[config.mk]
export PLATFORM = sky130hd
export DESIGN_NAME = mole_game_ctrl
export DESIGN_NICKNAME = d
export VERILOG_FILES = /design/src/rtl/mole_game_pkg.sv /design/src/rtl/mole_lfsr16.sv /design/src/rtl/mole_game_ctrl.sv
export SDC_FILE = /design/constraint.sdc
export NUM_CORES = 1
export LEC_CHECK = 0
export BUFFER_PORTS_ARGS = -buffer_cell sky130_fd_sc_hd__buf_2
export CORE_MARGIN = 1
export CORE_UTILIZATION = 53
export CTS_BUF_LIST = sky130_fd_sc_hd__clkbuf_4
export DETAILED_ROUTE_END_ITERATION = 12
export PLACE_DENSITY = 0.71
export SKIP_LAST_GASP = 1
export SYNTH_ARGS = -nofsm -noshare
export SYNTH_HDL_FRONTEND = slang
export SYNTH_SLANG_ARGS = --single-unit
export TNS_END_PERCENT = 5
[constraint.sdc]
create_clock -name CLOCK_50 -period 22.3 [get_ports CLOCK_50]
set_clock_uncertainty 0.15 [all_clocks]
set_input_delay 6.69 -clock CLOCK_50 [delete_from_list [all_inputs] [get_ports CLOCK_50]]
set_output_delay 6.69 -clock CLOCK_50 [all_outputs]
set_load 0.01 [all_outputs]
[src/rtl/mole_game_pkg.sv]
// Shared constants for the whack-a-mole controller: state encoding, LFSR
// shape and the width helper used for the round timer.
package mole_game_pkg;

  typedef enum logic [1:0] {
    ST_LOBBY = 2'd0,
    ST_PLAY  = 2'd1,
    ST_OVER  = 2'd2
  } game_state_t;

  localparam int LFSR_W = 16;
  // Right-shifting Fibonacci form of taps 16,14,13,11: bits 0,2,3,5 feed bit 15.
  localparam logic [LFSR_W-1:0] LFSR_TAP_MASK = 16'h002D;

  function automatic int time_w(input int max_value);
    return (max_value < 1) ? 1 : $clog2(max_value + 1);
  endfunction

endpackage

[src/rtl/mole_lfsr16.sv]
// Free-running 16-bit Fibonacci LFSR used to pick the next mole hole.
module mole_lfsr16
  import mole_game_pkg::*;
#(
  parameter logic [LFSR_W-1:0] SEED = 16'hACE1
) (
  input  logic              clk,
  input  logic              rst_n,
  output logic [LFSR_W-1:0] value
);

  always_ff @(posedge clk or negedge rst_n) begin
    if (!rst_n) begin
      value <= SEED;
    end else begin
      value <= {^(value & LFSR_TAP_MASK), value[LFSR_W-1:1]};
    end
  end

endmodule

[src/rtl/mole_game_ctrl.sv]
// Whack-a-mole game controller: lobby/play/over sequencing, tick divider,
// pseudo-random mole spawning, mole and round timing, hit/miss scoring.
module mole_game_ctrl
  import mole_game_pkg::*;
#(
  parameter int                NUM_HOLES   = 9,
  parameter int                TICK_DIV    = 5000000,
  parameter int                ROUND_TICKS = 300,
  parameter int                MOLE_TICKS  = 10,
  parameter int                GAP_TICKS   = 2,
  parameter int                SCORE_W     = 8,
  parameter logic [LFSR_W-1:0] LFSR_SEED   = 16'hACE1
) (
  input  logic                           CLOCK_50,
  input  logic                           reset,
  input  logic                           iStart,
  input  logic [NUM_HOLES-1:0]           hit,
  output logic [1:0]                     state,
  output logic [1:0]                     screen_sel,
  output logic [NUM_HOLES-1:0]           board_out,
  output logic [SCORE_W-1:0]             score,
  output logic [SCORE_W-1:0]             misses,
  output logic [time_w(ROUND_TICKS)-1:0] time_left,
  output logic                           hit_pulse,
  output logic                           miss_pulse
);

  localparam int TW = time_w(ROUND_TICKS);
  localparam int CW = $clog2(TICK_DIV);
  localparam int IW = $clog2(NUM_HOLES);
  localparam int AW = time_w(MOLE_TICKS);
  localparam int GW = time_w(GAP_TICKS);

  game_state_t          state_q, state_d;
  logic                 start_q;
  logic [NUM_HOLES-1:0] hit_q;
  logic [CW-1:0]        tick_cnt_q, tick_cnt_d;
  logic [NUM_HOLES-1:0] board_q, board_d;
  logic [SCORE_W-1:0]   score_q, score_d, miss_q, miss_d;
  logic [TW-1:0]        time_q, time_d;
  logic                 hp_q, hp_d, mp_q, mp_d;
  logic                 spawn_q, spawn_d;
  logic [IW-1:0]        prev_q, prev_d;
  logic                 prev_vld_q, prev_vld_d;
  logic [AW-1:0]        age_q, age_d;
  logic [GW-1:0]        gap_q, gap_d;

  logic [LFSR_W-1:0]    lfsr_value;
  logic [IW-1:0]        raw_idx, spawn_idx;
  logic [NUM_HOLES-1:0] spawn_onehot, hit_edge;
  logic                 start_edge, tick, correct_hit, any_hit;

  mole_lfsr16 #(.SEED(LFSR_SEED)) u_lfsr (
    .clk   (CLOCK_50),
    .rst_n (reset),
    .value (lfsr_value)
  );

  // Never repeat the previous hole: step to the next one, wrapping at NUM_HOLES.
  assign raw_idx      = IW'(lfsr_value % LFSR_W'(NUM_HOLES));
  assign spawn_idx    = (prev_vld_q && (raw_idx == prev_q))
                      ? ((raw_idx == IW'(NUM_HOLES-1)) ? '0 : raw_idx + 1'b1)
                      : raw_idx;
  assign spawn_onehot = NUM_HOLES'(1) << spawn_idx;

  assign start_edge  = iStart & ~start_q;
  assign hit_edge    = hit & ~hit_q;
  assign tick        = (state_q == ST_PLAY) && (tick_cnt_q == CW'(TICK_DIV-1));
  assign correct_hit = |(hit_edge & board_q);
  assign any_hit     = |hit_edge;

  always_ff @(posedge CLOCK_50 or negedge reset) begin
    if (!reset) begin
      state_q    <= ST_LOBBY;
      start_q    <= 1'b0;
      hit_q      <= '0;
      tick_cnt_q <= '0;
      board_q    <= '0;
      score_q    <= '0;
      miss_q     <= '0;
      time_q     <= TW'(ROUND_TICKS);
      hp_q       <= 1'b0;
      mp_q       <= 1'b0;
      spawn_q    <= 1'b0;
      prev_q     <= '0;
      prev_vld_q <= 1'b0;
      age_q      <= '0;
      gap_q      <= '0;
    end else begin
      state_q    <= state_d;
      start_q    <= iStart;
      hit_q      <= hit;
      tick_cnt_q <= tick_cnt_d;
      board_q    <= board_d;
      score_q    <= score_d;
      miss_q     <= miss_d;
      time_q     <= time_d;
      hp_q       <= hp_d;
      mp_q       <= mp_d;
      spawn_q    <= spawn_d;
      prev_q     <= prev_d;
      prev_vld_q <= prev_vld_d;
      age_q      <= age_d;
      gap_q      <= gap_d;
    end
  end

  always_comb begin
    state_d    = state_q;
    tick_cnt_d = tick_cnt_q;
    board_d    = board_q;
    score_d    = score_q;
    miss_d     = miss_q;
    time_d     = time_q;
    hp_d       = 1'b0;
    mp_d       = 1'b0;
    spawn_d    = spawn_q;
    prev_d     = prev_q;
    prev_vld_d = prev_vld_q;
    age_d      = age_q;
    gap_d      = gap_q;

    case (state_q)
      ST_LOBBY: begin
        board_d = '0;
        if (start_edge) begin
          state_d    = ST_PLAY;
          score_d    = '0;
          miss_d     = '0;
          time_d     = TW'(ROUND_TICKS);
          spawn_d    = 1'b1;
          tick_cnt_d = '0;
          prev_vld_d = 1'b0;
          age_d      = '0;
          gap_d      = '0;
        end
      end

      ST_PLAY: begin
        tick_cnt_d = tick ? '0 : tick_cnt_q + 1'b1;

        if (spawn_q) begin
          board_d    = spawn_onehot;
          prev_d     = spawn_idx;
          prev_vld_d = 1'b1;
          age_d      = '0;
          spawn_d    = 1'b0;
        end

        // A correct hit beats both a wrong bit and a mole expiry in the same cycle.
        if (correct_hit) begin
          score_d = (&score_q) ? score_q : score_q + 1'b1;
          hp_d    = 1'b1;
          board_d = '0;
          gap_d   = GW'(GAP_TICKS);
        end else begin
          if (any_hit) begin
            miss_d = (&miss_q) ? miss_q : miss_q + 1'b1;
            mp_d   = 1'b1;
          end
          if (tick && (|board_q)) begin
            if (age_q == AW'(MOLE_TICKS-1)) begin
              board_d = '0;
              gap_d   = GW'(GAP_TICKS);
            end else begin
              age_d = age_q + 1'b1;
            end
          end else if (tick && (gap_q != '0)) begin
            gap_d = gap_q - 1'b1;
            if (gap_q == GW'(1)) begin
              spawn_d = 1'b1;
            end
          end
        end

        if (tick) begin
          time_d = time_q - 1'b1;
          if (time_q == TW'(1)) begin
            state_d = ST_OVER;
            board_d = '0;
            spawn_d = 1'b0;
            gap_d   = '0;
          end
        end
      end

      ST_OVER: begin
        board_d = '0;
        if (start_edge) begin
          state_d = ST_LOBBY;
        end
      end

      default: begin
        state_d = ST_LOBBY;
        board_d = '0;
      end
    endcase
  end

  assign state      = state_q;
  assign screen_sel = state_q;
  assign board_out  = board_q;
  assign score      = score_q;
  assign misses     = miss_q;
  assign time_left  = time_q;
  assign hit_pulse  = hp_q;
  assign miss_pulse = mp_q;

endmodule

# --- Word-level counts from Yosys, hierarchy flattened ---
# Cells that the tools add are included.
word_totals:
  register_bits: 99
  in_bits: 12
  output_inout_bits: 40
op_classes:
  add_sub_neg: 7
  div: 1
  eq_ne: 18
  shifts: 1
  n_mux: 57
  n_bitwise: 5
  n_reduce_logical: 20
ops:
  columns: ["operator", "count"]
  rows:
  - ["9-bit two-way mux", 9]
  - ["8-bit two-way mux", 6]
  - ["23-bit two-way mux", 2]
  - ["23-bit case mux with 2 select lines", 1]
  - ["8-bit case mux with 2 select lines", 2]
  - ["4-bit two-way mux", 7]
  - ["9-bit OR reduction", 3]
  - ["23-bit by 1-bit adder with 23-bit output (second input constant)", 1]
  - ["23-bit equality test (second input constant)", 1]
  - ["2-bit two-way mux", 10]
  - ["9-bit AND", 2]
  - ["2-bit != test (second input constant)", 9]
  - ["9-bit case mux with 2 select lines", 1]
  - ["8-bit by 1-bit adder with 8-bit output (second input constant)", 2]
  - ["16-bit by 4-bit modulo with 16-bit output (second input constant)", 1]
  - ["8-bit AND reduction", 2]
  - ["16-bit parity", 1]
  - ["1-bit two-way mux", 14]
  - ["9-bit by 1-bit equality test with 1-bit output (second input constant)", 1]
  - ["9-bit NOT", 1]
  - ["1-bit by 4-bit << shifter with 9-bit output (first input constant)", 1]
  - ["9-bit by 1-bit subtractor with 9-bit output (second input constant)", 1]
  - ["4-bit by 1-bit adder with 4-bit output (second input constant)", 2]
  - ["4-bit equality test (second input constant)", 2]
  - ["other kinds (18)", 27]

# --- Longest topological paths before layout ---
logic_depth:
  depth_word: 12
  depth_mapped: 41
  mapped_depth_nobuf: 36

# --- Hierarchy ---
# Synthesis repeated with hierarchy kept, for this count alone.
unflattened:
  cells_unflattened: 806
  area_unflattened_um2: 7086.8
by_module_without_submodules:
  columns: ["mod", "n_inst", "cells_each", "area_each_um2"]
  rows:
  - ["mole_game_ctrl", 1, 787, 6650.1]
  - ["mole_lfsr16", 1, 19, 436.7]

# --- Least setup slack after synthesis ---
# No wires, ideal clock.
synth_path:
  kind: "flip-flop to flip-flop"
  from: "register u_lfsr.value[2]"
  to: "register board_q[7], in the netlist board_out[7]"
  arrival_time_ns: 9.095
  required_ns: 22.083
  setup_slack_ns: 12.988
  path_stages_with_launch: 39
  path_buffers: 2
  period_less_slack_ns: 9.312
  path_cell_list: "dfrtp_1 -> clkbuf_1 -> clkinv_1 -> ha_1 -> nor3b_4 -> nand4_1 -> mux2i_4 -> nor3_2 -> a2111oi_4 -> o31ai_2 -> nor4_2 -> mux2i_1 -> nand2_1 -> or3_1 -> nand3_1 -> mux2_2 -> o41ai_1 -> and2_1 -> [3 not listed] -> ha_1 -> inv_1 -> a32oi_1 -> o21ai_1 -> o31a_1 -> ha_1 -> nor2b_1 -> and3_1 -> o21ai_4 -> mux2i_1 -> clkbuf_1 -> inv_1 -> ha_1 -> inv_1 -> nor3_2 -> or4b_1 -> mux2i_1 -> a22o_1"
synth_via:
  elab_chain_cells: 12
synth_rtl:
  columns: ["element", "line_no", "source"]
  rows:
  - ["start: declaration", "mole_lfsr16.sv:9", "output logic [LFSR_W-1:0] value"]
  - ["start signal: assignment", "mole_lfsr16.sv:16", "value <= {^(value & LFSR_TAP_MASK), value[LFSR_W-1:1]};"]
  - ["16-bit by 4-bit modulo with 16-bit output *", "mole_game_ctrl.sv:60", "assign raw_idx = IW'(lfsr_value % LFSR_W'(NUM_HOLES));"]
  - ["4-bit by 1-bit adder with 4-bit output, or another cell as far along", "mole_game_ctrl.sv:62", "? ((raw_idx == IW'(NUM_HOLES-1)) ? '0 : raw_idx + 1'b1)"]
  - ["4-bit two-way mux / 1-bit logical AND (equally long branches)", "mole_game_ctrl.sv:62, mole_game_ctrl.sv:61", null]
  - ["4-bit two-way mux *", "mole_game_ctrl.sv:62", null]
  - ["1-bit by 4-bit << shifter with 9-bit output *", "mole_game_ctrl.sv:64", "assign spawn_onehot = NUM_HOLES'(1) << spawn_idx;"]
  - ["9-bit two-way mux *", "mole_game_ctrl.sv:142", "if (spawn_q) begin"]
  - ["9-bit two-way mux", "mole_game_ctrl.sv:162", "if (age_q == AW'(MOLE_TICKS-1)) begin"]
  - ["9-bit two-way mux *", "mole_game_ctrl.sv:161", "if (tick && (|board_q)) begin"]
  - ["9-bit two-way mux *", "mole_game_ctrl.sv:151", "if (correct_hit) begin"]
  - ["9-bit two-way mux", "mole_game_ctrl.sv:178", "if (time_q == TW'(1)) begin"]
  - ["9-bit two-way mux *", "mole_game_ctrl.sv:176", "if (tick) begin"]
  - ["9-bit two-way mux *", "mole_game_ctrl.sv:123", "case (state_q)"]
  - ["net board_d[7]", "mole_game_ctrl.sv:38", "logic [NUM_HOLES-1:0] board_q, board_d;"]
  - ["end signal: assignment", "mole_game_ctrl.sv:94", "board_q <= board_d;"]
  - ["end: declaration", "mole_game_ctrl.sv:38", null]
# The timed path passes the listed nets; every way through them passes the cells marked *.
# A chain may end at the register's enable or synchronous reset.

# --- Worst setup path after layout ---
# Ends and elaborated chain as after synthesis.

==> impl_metrics.tcl <==
set metrics [dict create \
    synth_area_sq_um 7297 \
    drive_gt1_share_pct 16.96 \
    antenna_found_initial 1 \
    drtIter0Drc 829 \
    cp_data_required_time_ps 22580 \
    post_cts_buffers 0 \
    grt_max_degree 55 \
    fillCellCount 1168 \
    ir_worst_vdd_uv 45.53 \
    period_share_pct 49.74 \
    drc_errors 0 \
    path_clk_slew_ps 150 \
    fin_setup_tns_ps 0 \
    drv_cap 0 \
    ys.flop_type "dfrtp_1" \
    tightest_slew_ps 1100 \
    crit_path_start_kind "flip-flop" \
    max_freq_mhz 90.15 \
    period_needed_ps 11090 \
    layout.nets 885 \
    seq_area_frac_synth_pct 34.16 \
    cts_buffers 9 \
    syn_inst 819 \
    mostFrequentLayoutCell "dfrtp_1" \
    core.rowCount 42 \
    clock-sinks 99 \
    critPathBufInv 4 \
    p_leak_nw 3.240 \
    cp_common_cell "ha_1" \
    ios 52 \
    synth_cell_types 109 \
    cts_root_buffer "clkbuf_4" \
    insertion_delay_ps 480 \
    p_per_area_nw_per_um2 52.56 \
    ant_nets 0 \
    synth_edf_count 0 \
    placedCellCount 1021 \
    finalHoldViolCount 0 \
    totalWireLength_microns 17420 \
    core-area_sq_um 13350 \
    final_cell_mix "87 x dfrtp_1, 74 x nand2_1, 71 x nor2_1" \
    worstSetupEndpointType "flip-flop" \
    port_buffers 51 \
    rsz0062_at_grt "no" \
    grt_pass1_wl_microns 29010 \
    start_util_pct 54.67 \
    die_area_sq_um 14240 \
    finalMaxSlewViolations 0 \
    routedWlPerCell_microns 16.78 \
    yosys_warnings 0 \
    status "finished, final reports clean" \
    htree_levels 3 \
    hold_path_class "flip-flop to flip-flop" \
    die_h_microns 119.3 \
    critPathArrivalTime_ps 11370 \
    cts_tree "yes" \
    grt_pass1_vias 6089 \
    grt.total_usage_pct 25.01 \
    avgSynthCellArea_sq_um 8.910 \
    clockBufferDepth 2 \
    slew_headroom_pct 26.29 \
    path_max_fanout 13 \
    cts_hold_buf 0 \
    viasPerCell 6.317 \
    crit_family "compound AO/OA/AOI/OAI gates" \
    syn_nets 848 \
    place_congestion 0.9066 \
    dp_hpwl_microns 12850 \
    syn_to_final_growth_pct 7.184 \
    vias 6557 \
    critPathMaxStageDelay_ps 830 \
    setup-violations-final 0 \
    cts-resized-gates 0 \
    chipWidth_microns 119.3 \
    dr.pass1.iters 5 \
    final_core_util_pct 58.60 \
    critPathKind "flip-flop to flip-flop" \
    grt-ovfl-total 0 \
    critical_path.slowest_cell "mux2i_1" \
    synth.ff_latch_count 99 \
    stdcell_count 1038 \
    synthArstFlopShare_pct 100.0 \
    power_w 0.0004111 \
]
[registers in the layout, summed over array words and instances (netlist names)]
signal	cells
age_q	4
board_out	9
gap_q	2
hit_pulse	1
hit_q	9
miss_pulse	1
misses	8
prev_q	4
prev_vld_q	1
score	8
screen_sel	2
spawn_q	1
start_q	1
tick_cnt_q	23
time_left	9
u_lfsr.value	16
[Yosys cell counts (5+ instances only)]
master,count,share of area (%)
a211oi_1,5,0.51
a21oi_1,33,2.3
a22o_1,15,1.8
a22oi_1,6,0.62
a31oi_1,5,0.43
a32oi_1,6,0.72
and2_1,9,0.77
and3_1,12,1.0
and4_1,5,0.60
buf_2,8,0.55
clkbuf_1,17,0.87
dfrtp_1,87,30
dfstp_2,12,4.3
ha_1,17,2.9
inv_1,29,1.5
mux2_2,8,1.2
mux2i_1,13,1.8
nand2_1,74,3.8
nand2b_1,7,0.60
nand3_1,34,2.3
nand3b_1,7,0.72
nand4_1,12,1.0
nor2_1,71,3.7
nor2b_1,17,1.5
nor3_1,29,2.0
nor3_2,6,0.82
nor3b_1,6,0.62
nor4_1,12,1.0
o211ai_1,7,0.72
o21ai_0,47,3.2
o21ai_1,5,0.34
o31ai_1,9,0.93
or3_1,15,1.3
xnor2_1,21,2.5
xor2_1,22,2.6
[metrics by stage]
step	cell area, sq um	hold slack, ps	setup slack (ps)
after floorplan	7297	198.7	12990
after global placement	7680	244.7	12060
after detailed placement	7680	249.5	11470
after CTS	7819	269.1	11420
after global routing	7821	279.0	10420
final	7821	269.3	11210
[worst paths after layout]
path	start	endpoint	slack [ps]	depth (start not counted)
min	u_lfsr.value[6]	u_lfsr.value[5]	270	0
max	u_lfsr.value[2]	board_out[7]	11210	36
max in group asynchronous	reset	u_lfsr.value[2]	14870	2
min in group asynchronous	reset	gap_q[0]	6030	1
min reg2reg	u_lfsr.value[6]	u_lfsr.value[5]	270	0
max reg2reg	u_lfsr.value[2]	board_out[7]	11210	36
[layout make-up]
cell class | count | area (sq um) | share of cell area, %
Antenna cell | 1 | 2.502 | 0.03199
Clock buffer | 10 | 75.07 | 0.9598
Clock inverter | 6 | 63.81 | 0.8159
Inverter | 32 | 120.1 | 1.536
Multi-Input combinational cell | 659 | 4559 | 58.29
Sequential cell | 99 | 2492 | 31.87
Tap cell | 176 | 220.2 | 2.816
Timing Repair Buffer | 55 | 287.8 | 3.679
[metal layers]
layer,track usage (%),up-vias,wire (microns)
met5,0,-,0
met4,7.578,0,167
met3,4.310,12,747
met2,40.30,171,8222
met1,34.35,3214,8281
li1,-,3160,-
[where the power goes]
part	switching [W]	internal (W)	total, W
clock	0.0000610	0.0000355	0.0000964
combinational	0.0000570	0.0000364	0.0000934
sequential	0.0000219	0.000199	0.000221
total	0.000140	0.000271	0.000411
[cell families after synthesis]
logic type | synth area share, %
compound gates | 25.27
simple gates | 24.91
xor+xnor | 5.384
mux | 3.635
fa+ha+maj | 3.206
buf+inv | 3.429
flops | 34.16
(Power assumes the default switching activity.)
